### src/rtl/mul_div_unit_pkg.sv
// Shared types and operation codes for the iterative multiply/divide unit.
// Holds the op-code path type, the op constants and the FSM state encoding.
package mul_div_unit_pkg;

   typedef logic [2:0] md_code_t;

   localparam md_code_t MD_CODE_MULT  = 3'd0;
   localparam md_code_t MD_CODE_MULTU = 3'd1;
   localparam md_code_t MD_CODE_DIV   = 3'd2;
   localparam md_code_t MD_CODE_DIVU  = 3'd3;
   localparam md_code_t MD_CODE_MTHI  = 3'd4;
   localparam md_code_t MD_CODE_MTLO  = 3'd5;

   typedef enum logic {
      MD_IDLE,
      MD_RUN
   } md_state_t;

   function automatic logic is_iter_op(input md_code_t code);
      return (code == MD_CODE_MULT) || (code == MD_CODE_MULTU) ||
             (code == MD_CODE_DIV)  || (code == MD_CODE_DIVU);
   endfunction

   function automatic logic is_signed_op(input md_code_t code);
      return (code == MD_CODE_MULT) || (code == MD_CODE_DIV);
   endfunction

endpackage

### src/rtl/mul_div_unit_md_iter_step.sv
// One combinational iteration: MSB-first shift-add multiply or restoring divide.
// For divide only the low DATA_WIDTH bits of the accumulator hold the remainder.
module md_iter_step #(
   parameter int DATA_WIDTH = 32
) (
   input  logic [2*DATA_WIDTH-1:0] acc,
   input  logic [DATA_WIDTH-1:0]   operand,
   input  logic                    in_bit,
   input  logic                    is_div,
   output logic [2*DATA_WIDTH-1:0] acc_next,
   output logic                    q_bit
);

   logic [DATA_WIDTH:0]     trial;
   logic [DATA_WIDTH-1:0]   diff;
   logic [2*DATA_WIDTH-1:0] addend;

   always_comb begin
      trial    = {acc[DATA_WIDTH-1:0], in_bit};
      diff     = trial[DATA_WIDTH-1:0] - operand;
      addend   = '0;
      acc_next = '0;
      q_bit    = 1'b0;
      if (is_div) begin
         // Remainder stays below the divisor, so the subtraction fits in DATA_WIDTH bits.
         if (trial >= {1'b0, operand}) begin
            q_bit                    = 1'b1;
            acc_next[DATA_WIDTH-1:0] = diff;
         end else begin
            acc_next[DATA_WIDTH-1:0] = trial[DATA_WIDTH-1:0];
         end
      end else begin
         if (in_bit) addend[DATA_WIDTH-1:0] = operand;
         acc_next = (acc << 1) + addend;
      end
   end

endmodule

### src/rtl/mul_div_unit.sv
// Iterative MULT/MULTU/DIV/DIVU unit owning HI/LO, one bit per cycle,
// with single-cycle MTHI/MTLO and a start/busy/done handshake.
module mul_div_unit
   import mul_div_unit_pkg::*;
#(
   parameter int DATA_WIDTH = 32
) (
   input  logic                  clk,
   input  logic                  rst,
   input  logic                  start,
   input  logic [2:0]            op,
   input  logic [DATA_WIDTH-1:0] srcA,
   input  logic [DATA_WIDTH-1:0] srcB,
   output logic                  busy,
   output logic                  done,
   output logic [DATA_WIDTH-1:0] hi,
   output logic [DATA_WIDTH-1:0] lo
);

   localparam int CNT_WIDTH = $clog2(DATA_WIDTH) + 1;

   md_state_t               state, state_next;
   logic [CNT_WIDTH-1:0]    count;
   logic [2*DATA_WIDTH-1:0] acc, step_acc, prod;
   logic [DATA_WIDTH-1:0]   opnd, shreg, quot, rem;
   logic                    step_q, is_div, neg_res, neg_rem, div_zero;
   logic                    a_neg_in, b_neg_in, last;

   md_iter_step #(.DATA_WIDTH(DATA_WIDTH)) u_step (
      .acc      (acc),
      .operand  (opnd),
      .in_bit   (shreg[DATA_WIDTH-1]),
      .is_div   (is_div),
      .acc_next (step_acc),
      .q_bit    (step_q)
   );

   always_ff @(posedge clk) begin
      if (!rst) state <= MD_IDLE;
      else      state <= state_next;
   end

   always_comb begin
      state_next = state;
      case (state)
         MD_IDLE: if (start && is_iter_op(op)) state_next = MD_RUN;
         MD_RUN:  if (last) state_next = MD_IDLE;
      endcase
   end

   always_comb begin
      last     = (count == CNT_WIDTH'(1));
      a_neg_in = is_signed_op(op) & srcA[DATA_WIDTH-1];
      b_neg_in = is_signed_op(op) & srcB[DATA_WIDTH-1];
      prod     = neg_res ? -step_acc : step_acc;
      quot     = {shreg[DATA_WIDTH-2:0], step_q};
      rem      = step_acc[DATA_WIDTH-1:0];
   end

   always_ff @(posedge clk) begin
      if (!rst) begin
         hi       <= '0;
         lo       <= '0;
         busy     <= 1'b0;
         done     <= 1'b0;
         count    <= '0;
         acc      <= '0;
         opnd     <= '0;
         shreg    <= '0;
         is_div   <= 1'b0;
         neg_res  <= 1'b0;
         neg_rem  <= 1'b0;
         div_zero <= 1'b0;
      end else begin
         busy <= (state_next == MD_RUN);
         done <= 1'b0;
         case (state)
            MD_IDLE: begin
               if (start) begin
                  if (is_iter_op(op)) begin
                     acc      <= '0;
                     opnd     <= b_neg_in ? -srcB : srcB;
                     shreg    <= a_neg_in ? -srcA : srcA;
                     is_div   <= op[1];
                     neg_res  <= a_neg_in ^ b_neg_in;
                     neg_rem  <= a_neg_in;
                     div_zero <= (srcB == '0);
                     count    <= CNT_WIDTH'(DATA_WIDTH);
                  end else if (op == MD_CODE_MTHI) begin
                     hi <= srcA;
                  end else if (op == MD_CODE_MTLO) begin
                     lo <= srcA;
                  end
               end
            end
            MD_RUN: begin
               acc   <= step_acc;
               shreg <= {shreg[DATA_WIDTH-2:0], step_q};
               count <= count - 1'b1;
               if (last) begin
                  done <= 1'b1;
                  if (!is_div) begin
                     {hi, lo} <= prod;
                  end else begin
                     // With a zero divisor the remainder shifts in the dividend magnitude
                     // unchanged, so the dividend-sign correction restores srcA exactly.
                     hi <= neg_rem ? -rem : rem;
                     lo <= div_zero ? '1 : (neg_res ? -quot : quot);
                  end
               end
            end
         endcase
      end
   end

endmodule

### config.mk
export PLATFORM = sky130hd
export DESIGN_NAME = mul_div_unit
export DESIGN_NICKNAME = d
export VERILOG_FILES = /design/src/rtl/mul_div_unit_pkg.sv /design/src/rtl/mul_div_unit_md_iter_step.sv /design/src/rtl/mul_div_unit.sv
export SDC_FILE = /design/constraint.sdc
export NUM_CORES = 1
export LEC_CHECK = 0
export ABC_CLOCK_PERIOD_IN_PS = 7100
export CAP_MARGIN = 30
export CORE_MARGIN = 3
export CORE_UTILIZATION = 50
export CTS_CLUSTER_SIZE = 24
export DETAILED_ROUTE_END_ITERATION = 7
export GPL_TIMING_DRIVEN = 0
export PLACE_DENSITY = 0.7
export SLEW_MARGIN = 20
export SYNTH_ARGS = -nofsm -noshare
export SYNTH_HDL_FRONTEND = slang
export SYNTH_SLANG_ARGS = --single-unit
### constraint.sdc
create_clock -name clk -period 7.1 [get_ports clk]
set_clock_uncertainty 0.15 [all_clocks]
set_input_delay 0.71 -clock clk [delete_from_list [all_inputs] [get_ports clk]]
set_output_delay 0.71 -clock clk [all_outputs]
set_load 0.05 [all_outputs]
======== Word-level counts from Yosys, hierarchy flattened ========
Cells that the tools add are included.
Widths: inputs -> output; s select.
word-level totals
  bits in registers ....................... 203
cells by class
  add/subtract/negate cells ............... 8
  $lt $le $gt $ge ......................... 1
  eq/ne operators ......................... 13
  mux-type cells .......................... 39
  bitwise logic cells ..................... 4
  reductions and logical operators ........ 12
operators by type and width
  cell                 number
  $mux 32              23
  $pmux 32 s2          3
  $neg 32->32          4
  $mux 63              2
  $pmux 63 s2          1
  $add 64x32->64       1
  $mux 64              1
  $neg 64->64          1
  $ge 33x32->1         1
  $logic_not 32->1     1
  $sub 32x32->32       1
  $mux 6               2
  $ne 2x2->1 const B   6
  $pmux 6 s2           1
  $eq 3x2->1 const B   2
  $eq 3x3->1 const B   2
  $eq 6x1->1 const B   1
  $sub 6x1->6 const B  1
  $mux 1               5
  $reduce_and 5->1     1
  $logic_or 1x1->1     4
  $reduce_and 2->1     2
  $reduce_and 4->1     1
  $eq 3x1->1 const B   1
  8 further kinds      9

======== Depth between registers and ports, before layout ========
  word-level depth ........................ 9
  gate-level depth with buffers ........... 23

======== By module ========
A second synthesis with hierarchy kept.
second synthesis, totals
  cell total of the unflattened synthesis .. 2,453
  area total of the unflattened synthesis .. 17,914.7 um^2
by module, submodules not included
  module        times used  cells an instance  area each (um^2)  sequential area each (um^2)
  mul_div_unit  1           1,566              12,146.6          4,083.9
  md_iter_step  1           887                5,768.0           0.0

======== Worst setup path before layout ========
No wires, ideal clock.
  path type ............................... register to register
  start ................................... register shreg[31]
  end ..................................... register hi[27]
  arrival ................................. 5.040 ns
  data required time ...................... 6.880 ns
  path slack .............................. 1.840 ns
  stages on the path, launching flop included .. 20
  buffers on the path ..................... 2
  period minus slack after synthesis ...... 5.260 ns
  cells stage by stage .................... dfxtp_1 inv_1 clkbuf_1 nor2_1 ha_1 fa_1 a211oi_1 o21ai_0 a41oi_1 xor2_1 nor2_1 a311o_1 a2111oi_2 nand2_1 or4_4 or2_0 buf_2 o41ai_2 mux2_1 a21oi_1
on the way
  word-level cells in the longest chain between the ends .. 9
  elaborated cells between the ends (all ways) .. 15
  those cells by class .................... add/sub (4); order compare (1); mux (10)
ends and longest elaborated chain
  element                                     RTL line                                 RTL
  from (decl)                                 mul_div_unit.sv:25                       logic [DATA_WIDTH-1:0] opnd, shreg, quot, rem;
  from (signal assigned)                      mul_div_unit.sv:83                       shreg <= a_neg_in ? -srcA : srcA;
  from (signal assigned)                      mul_div_unit.sv:98                       shreg <= {shreg[DATA_WIDTH-2:0], step_q};
  $mux 32                                     mul_div_unit_md_iter_step.sv:33          if (in_bit) addend[DATA_WIDTH-1:0] = operand;
  $mux 32                                     mul_div_unit_md_iter_step.sv:24          if (is_div) begin
  $add 64x32->64                              mul_div_unit_md_iter_step.sv:34          acc_next = (acc << 1) + addend;
  $mux 32                                     mul_div_unit_md_iter_step.sv:24
  $neg 64->64 or $neg 32->32 (tied branches)  mul_div_unit.sv:55, mul_div_unit.sv:107
  $mux 64 or $mux 32 (tied branches)          mul_div_unit.sv:55, mul_div_unit.sv:107
  $mux 32 (*)                                 mul_div_unit.sv:102                      if (!is_div) begin
  $mux 32 (*)                                 mul_div_unit.sv:100                      if (last) begin
  $pmux 32 s2 (*)                             mul_div_unit.sv:77                       case (state)
  to (signal assigned)                        mul_div_unit.sv:90                       hi <= srcA;
  to (signal assigned)                        mul_div_unit.sv:103                      {hi, lo} <= prod;
  to (signal assigned)                        mul_div_unit.sv:107                      hi <= neg_rem ? -rem : rem;
  to (decl)                                   mul_div_unit.sv:16                       output logic [DATA_WIDTH-1:0] hi,
Every way passes the cells marked *; elsewhere a longest branch is shown, timed or not. The select of a mux whose other input is x is not followed.
A chain may end at the register's enable or synchronous reset.

======== Worst setup path after layout ========
  start ................................... register shreg[31]
  end ..................................... register lo[26]
on the way
  word-level cells in the longest chain between the ends .. 9
  elaborated cells between the ends (all ways) .. 17
  those cells by class .................... add/sub (4); order compare (1); mux (12)
ends and longest elaborated chain
  element                                   RTL line                                                          RTL
  $mux 32 or $ge 33x32->1 (tied branches)   mul_div_unit_md_iter_step.sv:33, mul_div_unit_md_iter_step.sv:26
  $mux 32 or $mux 1 (tied branches)         mul_div_unit_md_iter_step.sv:24, mul_div_unit_md_iter_step.sv:26
  $add 64x32->64 or $mux 1 (tied branches)  mul_div_unit_md_iter_step.sv:34, mul_div_unit_md_iter_step.sv:24
  $mux 32 or $neg 32->32 (tied branches)    mul_div_unit_md_iter_step.sv:24, mul_div_unit.sv:108
  $neg 64->64 or $mux 32 (tied branches)    mul_div_unit.sv:55, mul_div_unit.sv:108
  $mux 64 or $mux 32 (tied branches)        mul_div_unit.sv:55, mul_div_unit.sv:108
  $mux 32 (*)                               mul_div_unit.sv:102
  $mux 32 (*)                               mul_div_unit.sv:100
  $pmux 32 s2 (*)                           mul_div_unit.sv:77
  to (signal assigned)                      mul_div_unit.sv:92                                                lo <= srcA;
  to (signal assigned)                      mul_div_unit.sv:103
  to (signal assigned)                      mul_div_unit.sv:108                                               lo <= div_zero ? '1 : (neg_res ? -quot : quot);
  to (decl)                                 mul_div_unit.sv:17                                                output logic [DATA_WIDTH-1:0] lo
Marks and branches as above.

==> qor.txt <==
status - finished, violations left
failing checks - design-rule violations, negative setup slack
Pwr Total - 3790 µW
top post-synthesis cells by area - dfxtp_1 22%, o21ai_0 6.1%, nand2_1 5.6%, xnor2_1 5.5%, a21oi_1 5.0%
synthesis-to-layout area growth - 15.0%
WL met2 - 38.0 mm
DR WL/cell - 28.8 µm
share of power burned in registers - 32.7%
Post-DRT Antenna Nets - 0
IO Port Bufs - 132
number of global-route vias before repair - 21300
clk buf depth - 3
Yosys top cell by area - dfxtp_1
Clk pwr share - 34.2%
fin area - 21600 µm²
met1 wire length - 36.4 mm
Setup WS pre-CTS - -212 ps
Die W - 200 µm
core footprint - 36800 µm²
unique cell type count in the Yosys netlist - 100
Post-synth EDFFs - 0
Hold-fix buffers, CTS - 0
clock root buffer - clkbuf_16
Fin Setup TNS - -158 ps
gpl congestion - 1.11
Critical Path Sink Type - flop
reg2reg start - shreg[31]$_SDFFE_PN0P_
initial antenna violation count - 1
Mapped Area - 18800 µm²
First-pass DRT Iterations - 8
Yosys reg bits - 203
largest net degree at the start of global routing - 14
fin crit share - 101%
CP required - 7440 ps
met3 wire length - 13.6 mm
All-Layer GR Usage - 45.1%
fraction of registers with async set/reset - 0%
Worst Setup Start Kind - flop
Final setup viols - 3
clock insertion delay at the later pin of the skew report - 560 ps
maximum clock rate - 139 MHz
I/O pins - 136
routed vias - 23400
drt total wl - 93.8 mm
hold path start - hi[12]$_SDFFE_PN0P_
TritonCTS Buffers - 24
Critical path origin - shreg[31]$_SDFFE_PN0P_
postcts setup bufs - 0
Hold Fails Final Rpt - 0
Final WS setup - -81.9 ps
Max-cap violations - 0
CP Class - flop to flop
Post-DP HPWL - 74.8 mm
Worst-Margin Slew - 1040 ps
Top Layer Used - met4
reg2reg path depth - 18
most frequent cells in the layout - 282 x nand2_1, 237 x nor2_1, 228 x o21ai_0
Chip Height - 200 µm
total number of H-tree levels - 1
Top FF cell, synth - dfxtp_1
DIE AREA - 39900 µm²
Worst R2R End - lo[26]$_SDFFE_PN0P_
GR Overflow Total - 0
Arr. time, crit path - 7530 ps
cells after synthesis - 2610
CTS tree - built
Sink Count - 203
worst vdd ir - 189 µV
Starting Density - 51.0%
placed cell areas - 20700 µm²
Vias per Instance - 7.17
# rows - 70
Worst Hold Class - flop to flop
Max transition margin - 30.2%
area share of the largest cell type after synthesis - 21.7%
switch share - 39.1%
internal power - 2300 µW
Iter 0 DRT Violations - 3359
global-route wire length before repair - 135 mm
PwrDens - 175 nW/µm²
share of cells above drive strength 1 - 4.91%
Synthesized Nets - 2752
Synthesis Warnings - 0
Syn Area/Cell - 7.19 µm²
Seq/Total Area, Yosys - 21.7%
commonest non-fill, non-tap cell in the layout - nand2_1
slack of the worst reg-to-reg path - -80 ps
Final Critical Period - 7180 ps
Clk pin slew, worst setup/hold paths - 60 ps
Crit Path Max Fanout - 10
Nets - 2915
Max Transition Viols Final - 0
CP Capture Point - lo[26]$_SDFFE_PN0P_
# resized after CTS - 2
P_leak - 0.00782 µW
# DRC - 4
RSZ-0062 raised after global routing - no
Psw - 1480 µW
Comb pwr share - 33.1%
-- critical path, stage by stage (launching register included) --
cell	delay, ps
dfxtp_1	520
inv_1	190
clkbuf_2	300
ha_1	410
nand4_1	200
nor4_2	640
a22oi_1	190
a21oi_1	430
buf_2	370
nor3_1	110
a221o_1	360
nor3_1	790
nand3_1	460
or3_1	470
clkbuf_1	220
o21ai_0	250
xor2_1	570
o221ai_1	300
a21oi_1	190
-- how the worst min path moves through the flow --
stage	end	slack, ps	depth (start not counted)
2_1_floorplan	opnd[20]$_SDFFE_PN0P_	280	2
3_3_place_gp	lo[16]$_SDFFE_PN0P_	300	2
3_5_place_dp	hi[12]$_SDFFE_PN0P_	300	2
4_1_cts	hi[12]$_SDFFE_PN0P_	310	2
5_1_grt	hi[12]$_SDFFE_PN0P_	330	2
6_report	hi[12]$_SDFFE_PN0P_	300	2
-- power by group through the flow --
stage	logic (µW)	clock network [µW]	registers, µW
2_1_floorplan	673	0	1300
3_3_place_gp	1160	0	1260
3_5_place_dp	1170	0	1260
4_1_cts	1180	1270	1240
5_1_grt	1300	1310	1240
6_report	1250	1290	1240
-- cell usage after synthesis (53+ instances only) --
| cell type | n |
|---|---|
| a211oi_1 | 53 |
| a21oi_1 | 188 |
| clkbuf_1 | 139 |
| dfxtp_1 | 203 |
| ha_1 | 70 |
| inv_1 | 71 |
| nand2_1 | 282 |
| nand3_1 | 57 |
| nor2_1 | 237 |
| nor3_1 | 69 |
| o21ai_0 | 229 |
| xnor2_1 | 117 |
| xor2_1 | 79 |
-- metal layers --
| metal | up-vias | track usage (%) |
|---|---|---|
| met3 | 406 | 14.0 |
| li1 | 10100 | - |
| met1 | 11000 | 60.8 |
| met5 | - | 0 |
| met2 | 1891 | 65.5 |
| met4 | 0 | 21.5 |
-- registers in the layout, indices dropped and copies added, names as in the netlist --
register and flops:
neg_res 1, done 1, is_div 1, neg_rem 1, opnd 32, shreg 32
count 6, busy 1, lo 32, div_zero 1, acc 63, hi 32
-- metrics by stage --
| step | std cells | hold slack (ps) | utilization, % |
|---|---|---|---|
| 2_1_floorplan | 2610 | 282 | - |
| 3_3_place_gp | 3210 | 298 | 56.2 |
| 3_5_place_dp | 3211 | 297 | 56.2 |
| 4_1_cts | 3253 | 307 | 58.4 |
| 5_1_grt | 3257 | 327 | 58.6 |
| 6_report | 3260 | 305 | 58.7 |
-- cell type report --
type	count	area, µm²
Timing Repair Buffer	137	1360
Fill cell	3466	15200
Multi-Input combinational cell	2155	13800
Clock buffer	32	712
Antenna cell	3	7.51
Tap cell	468	586
Clock inverter	10	81.3
Sequential cell	203	4060
Buffer	180	743
Inverter	72	270
-- cells by family after synthesis --
family / count (synthesis) / share of synthesized area (%)
multiplexers: 26 / 1.44
XOR/XNOR: 196 / 9.15
AND/OR/NAND/NOR: 929 / 24.0
flip-flops: 203 / 21.7
adder cells (fa/ha/maj): 72 / 4.88
buffers and inverters: 252 / 5.40
AO/OA/AOI/OAI: 932 / 33.5
Note: power is estimated with default switching activity, not from simulation.
==> patch: new RTL, same settings <==
Remove the register `busy`: a continuous assignment takes its place, so the output `busy` follows one clock earlier. Comments in the files are not updated.
--- a/src/rtl/mul_div_unit.sv
+++ b/src/rtl/mul_div_unit.sv
@@ -61,7 +61,6 @@
       if (!rst) begin
          hi       <= '0;
          lo       <= '0;
-         busy     <= 1'b0;
          done     <= 1'b0;
          count    <= '0;
          acc      <= '0;
@@ -72,7 +71,6 @@
          neg_rem  <= 1'b0;
          div_zero <= 1'b0;
       end else begin
-         busy <= (state_next == MD_RUN);
          done <= 1'b0;
          case (state)
             MD_IDLE: begin
@@ -113,5 +111,7 @@
       end
    end
 
+   assign busy = (state_next == MD_RUN);
+
 endmodule
 
Behaviour: not the same (Yosys sat finds a counterexample within 4 cycles, from zero or initial values and one cycle with rst low).
==> patch against the original RTL <==
- setup slack better by 0.018 ns
- core utilization is 0.11 points higher
- total power is 0.43% lower
- area after synthesis is 0.79% higher
- count of clock-buffer cells in the layout is 4 higher
- the flow finishes with violations (negative setup slack)
- wire length is 2.3% lower
- sequential cell count stayed put
- design area is 0.67% higher
==> patch: results (changes against the original RTL) <==
.. list-table::
   :header-rows: 1

   * - Metric
     - Value
   * - Total number of vias
     - 23.0k (was 23.4k)
   * - Fin Setup TNS
     - -0.126 ns (was -0.158 ns)
   * - Final WS setup
     - -0.0635 ns (was -0.0819 ns)
   * - Antenna violations before repair
     - 2 (was 1)
   * - Via-to-Cell Ratio
     - 6.90 (was 7.17)
   * - Worst Tran Pin Value
     - 1.01 ns (was 1.04 ns)
   * - Overall routed net length
     - 91.6 mm (was 93.8 mm)
   * - GRT Overall Usage
     - 0.429 (was 0.451)
   * - Detailed-route wire length on metal 1
     - 35.6 mm (was 36.4 mm)
   * - Total nets after synthesis
     - 2790 (was 2752)
   * - Number of endpoints failing setup at the final stage
     - 3 (unchanged)
   * - Global-route track usage on met1
     - 0.564 (was 0.608)
   * - Met3 usage
     - 0.132 (was 0.140)
   * - Internal power component
     - 2.33 mW (was 2.30 mW)
   * - Count of buffers inserted at the top-level ports
     - 134 (was 132)
   * - Status
     - finished with violations (unchanged)
   * - Total Nets Final
     - 2954 (was 2915)
   * - HP Start
     - opnd[21] (was hi[12])
   * - Worst setup slack after placement
     - 0.276 ns (was -0.212 ns)
   * - Met3 Wirelength
     - 12.6 mm (was 13.6 mm)
   * - Synth cell types
     - 111 (was 100)
   * - Share of synthesized area occupied by flip-flops and latches
     - 0.215 (was 0.217)
   * - Violations in the final reports
     - negative setup slack (was design-rule violations, negative setup slack)
   * - Area of placed instances
     - 20900 sq um (was 20700 sq um)
   * - GR Util met2
     - 0.641 (was 0.655)
   * - Static power due to leakage
     - 7.81 nW (was 7.82 nW)
   * - Share of layout cells above drive strength 1
     - 0.0576 (was 0.0491)
   * - Clock buffers created by TritonCTS
     - 25 (was 24)
   * - Global-route wire length before repair
     - 134 mm (was 135 mm)
   * - Slowest cell on the critical path
     - sky130_fd_sc_hd__clkbuf_1 (was sky130_fd_sc_hd__nor3_1)
   * - Crit-path leading delay family
     - buffers and inverters (was simple AND/OR/NAND/NOR gates)
   * - End-of-flow core utilization
     - 0.588 (was 0.587)
   * - Worst ir drop on vdd
     - 0.157 mV (was 0.189 mV)
   * - Post-DP HPWL
     - 73.3 mm (was 74.8 mm)
-- patch: cell count changes after synthesis, sizes merged, moves of 11 or more --
cell   before  now
a21o       24   13
or3        47   62
a22oi      36   10
o31ai      46   30
o21ai     236  220
nor2      238  325
a21oi     193  267
a211o      16    4
nand4      50   27
a22o       25   37
-- patch: worst max-delay path by stage --
stage / to / start / slack [ns]
2_1_floorplan: hi[31] / shreg[31] / 1.67
3_3_place_gp: lo[6] / is_div / 0.27
3_5_place_dp: lo[6] / is_div / 0.28
4_1_cts: lo[6] / is_div / 0.24
5_1_grt: is_div / is_div / 0.03
6_report: lo[6] / is_div / -0.06
-- patch: cells by family (layout without fill, tap and decap cells) --
family,Yosys count,count (layout),share of synthesized area
AOI/OAI and AO/OA,914,914,0.317
xor gates and xnor gates,208,208,0.0964
adders and majority gates,72,72,0.0484
buffers and inverters,244,426,0.0595
DFF,203,203,0.215
muxes,28,28,0.0152
and+or+nand+nor,979,979,0.249
-- patch: power groups by stage --
stage | registers [mW] | logic, mW | clock network [mW]
after floorplan | 1.30 | 0.691 | 0
final | 1.24 | 1.22 | 1.31
after global placement | 1.26 | 1.14 | 0
after global routing | 1.24 | 1.27 | 1.34
after CTS | 1.24 | 1.16 | 1.29
after detailed placement | 1.26 | 1.15 | 0
-- patch: layout make-up --
class	instances	area share
multi-input combinational	2201	0.632
sequential	203	0.187
timing repair buffer	137	0.0628
buffer	179	0.0407
clock buffer	36	0.0325
tap	504	0.0290
inverter	65	0.0112
clock inverter	9	0.00455
-- patch: timing repair --
| item | 4_1_cts | 5_1_grt |
|---|---|---|
| setup endpoints to repair | 0 | 20 |
| hold buffers | 0 | 0 |
| resized for setup | 0 | 5 |
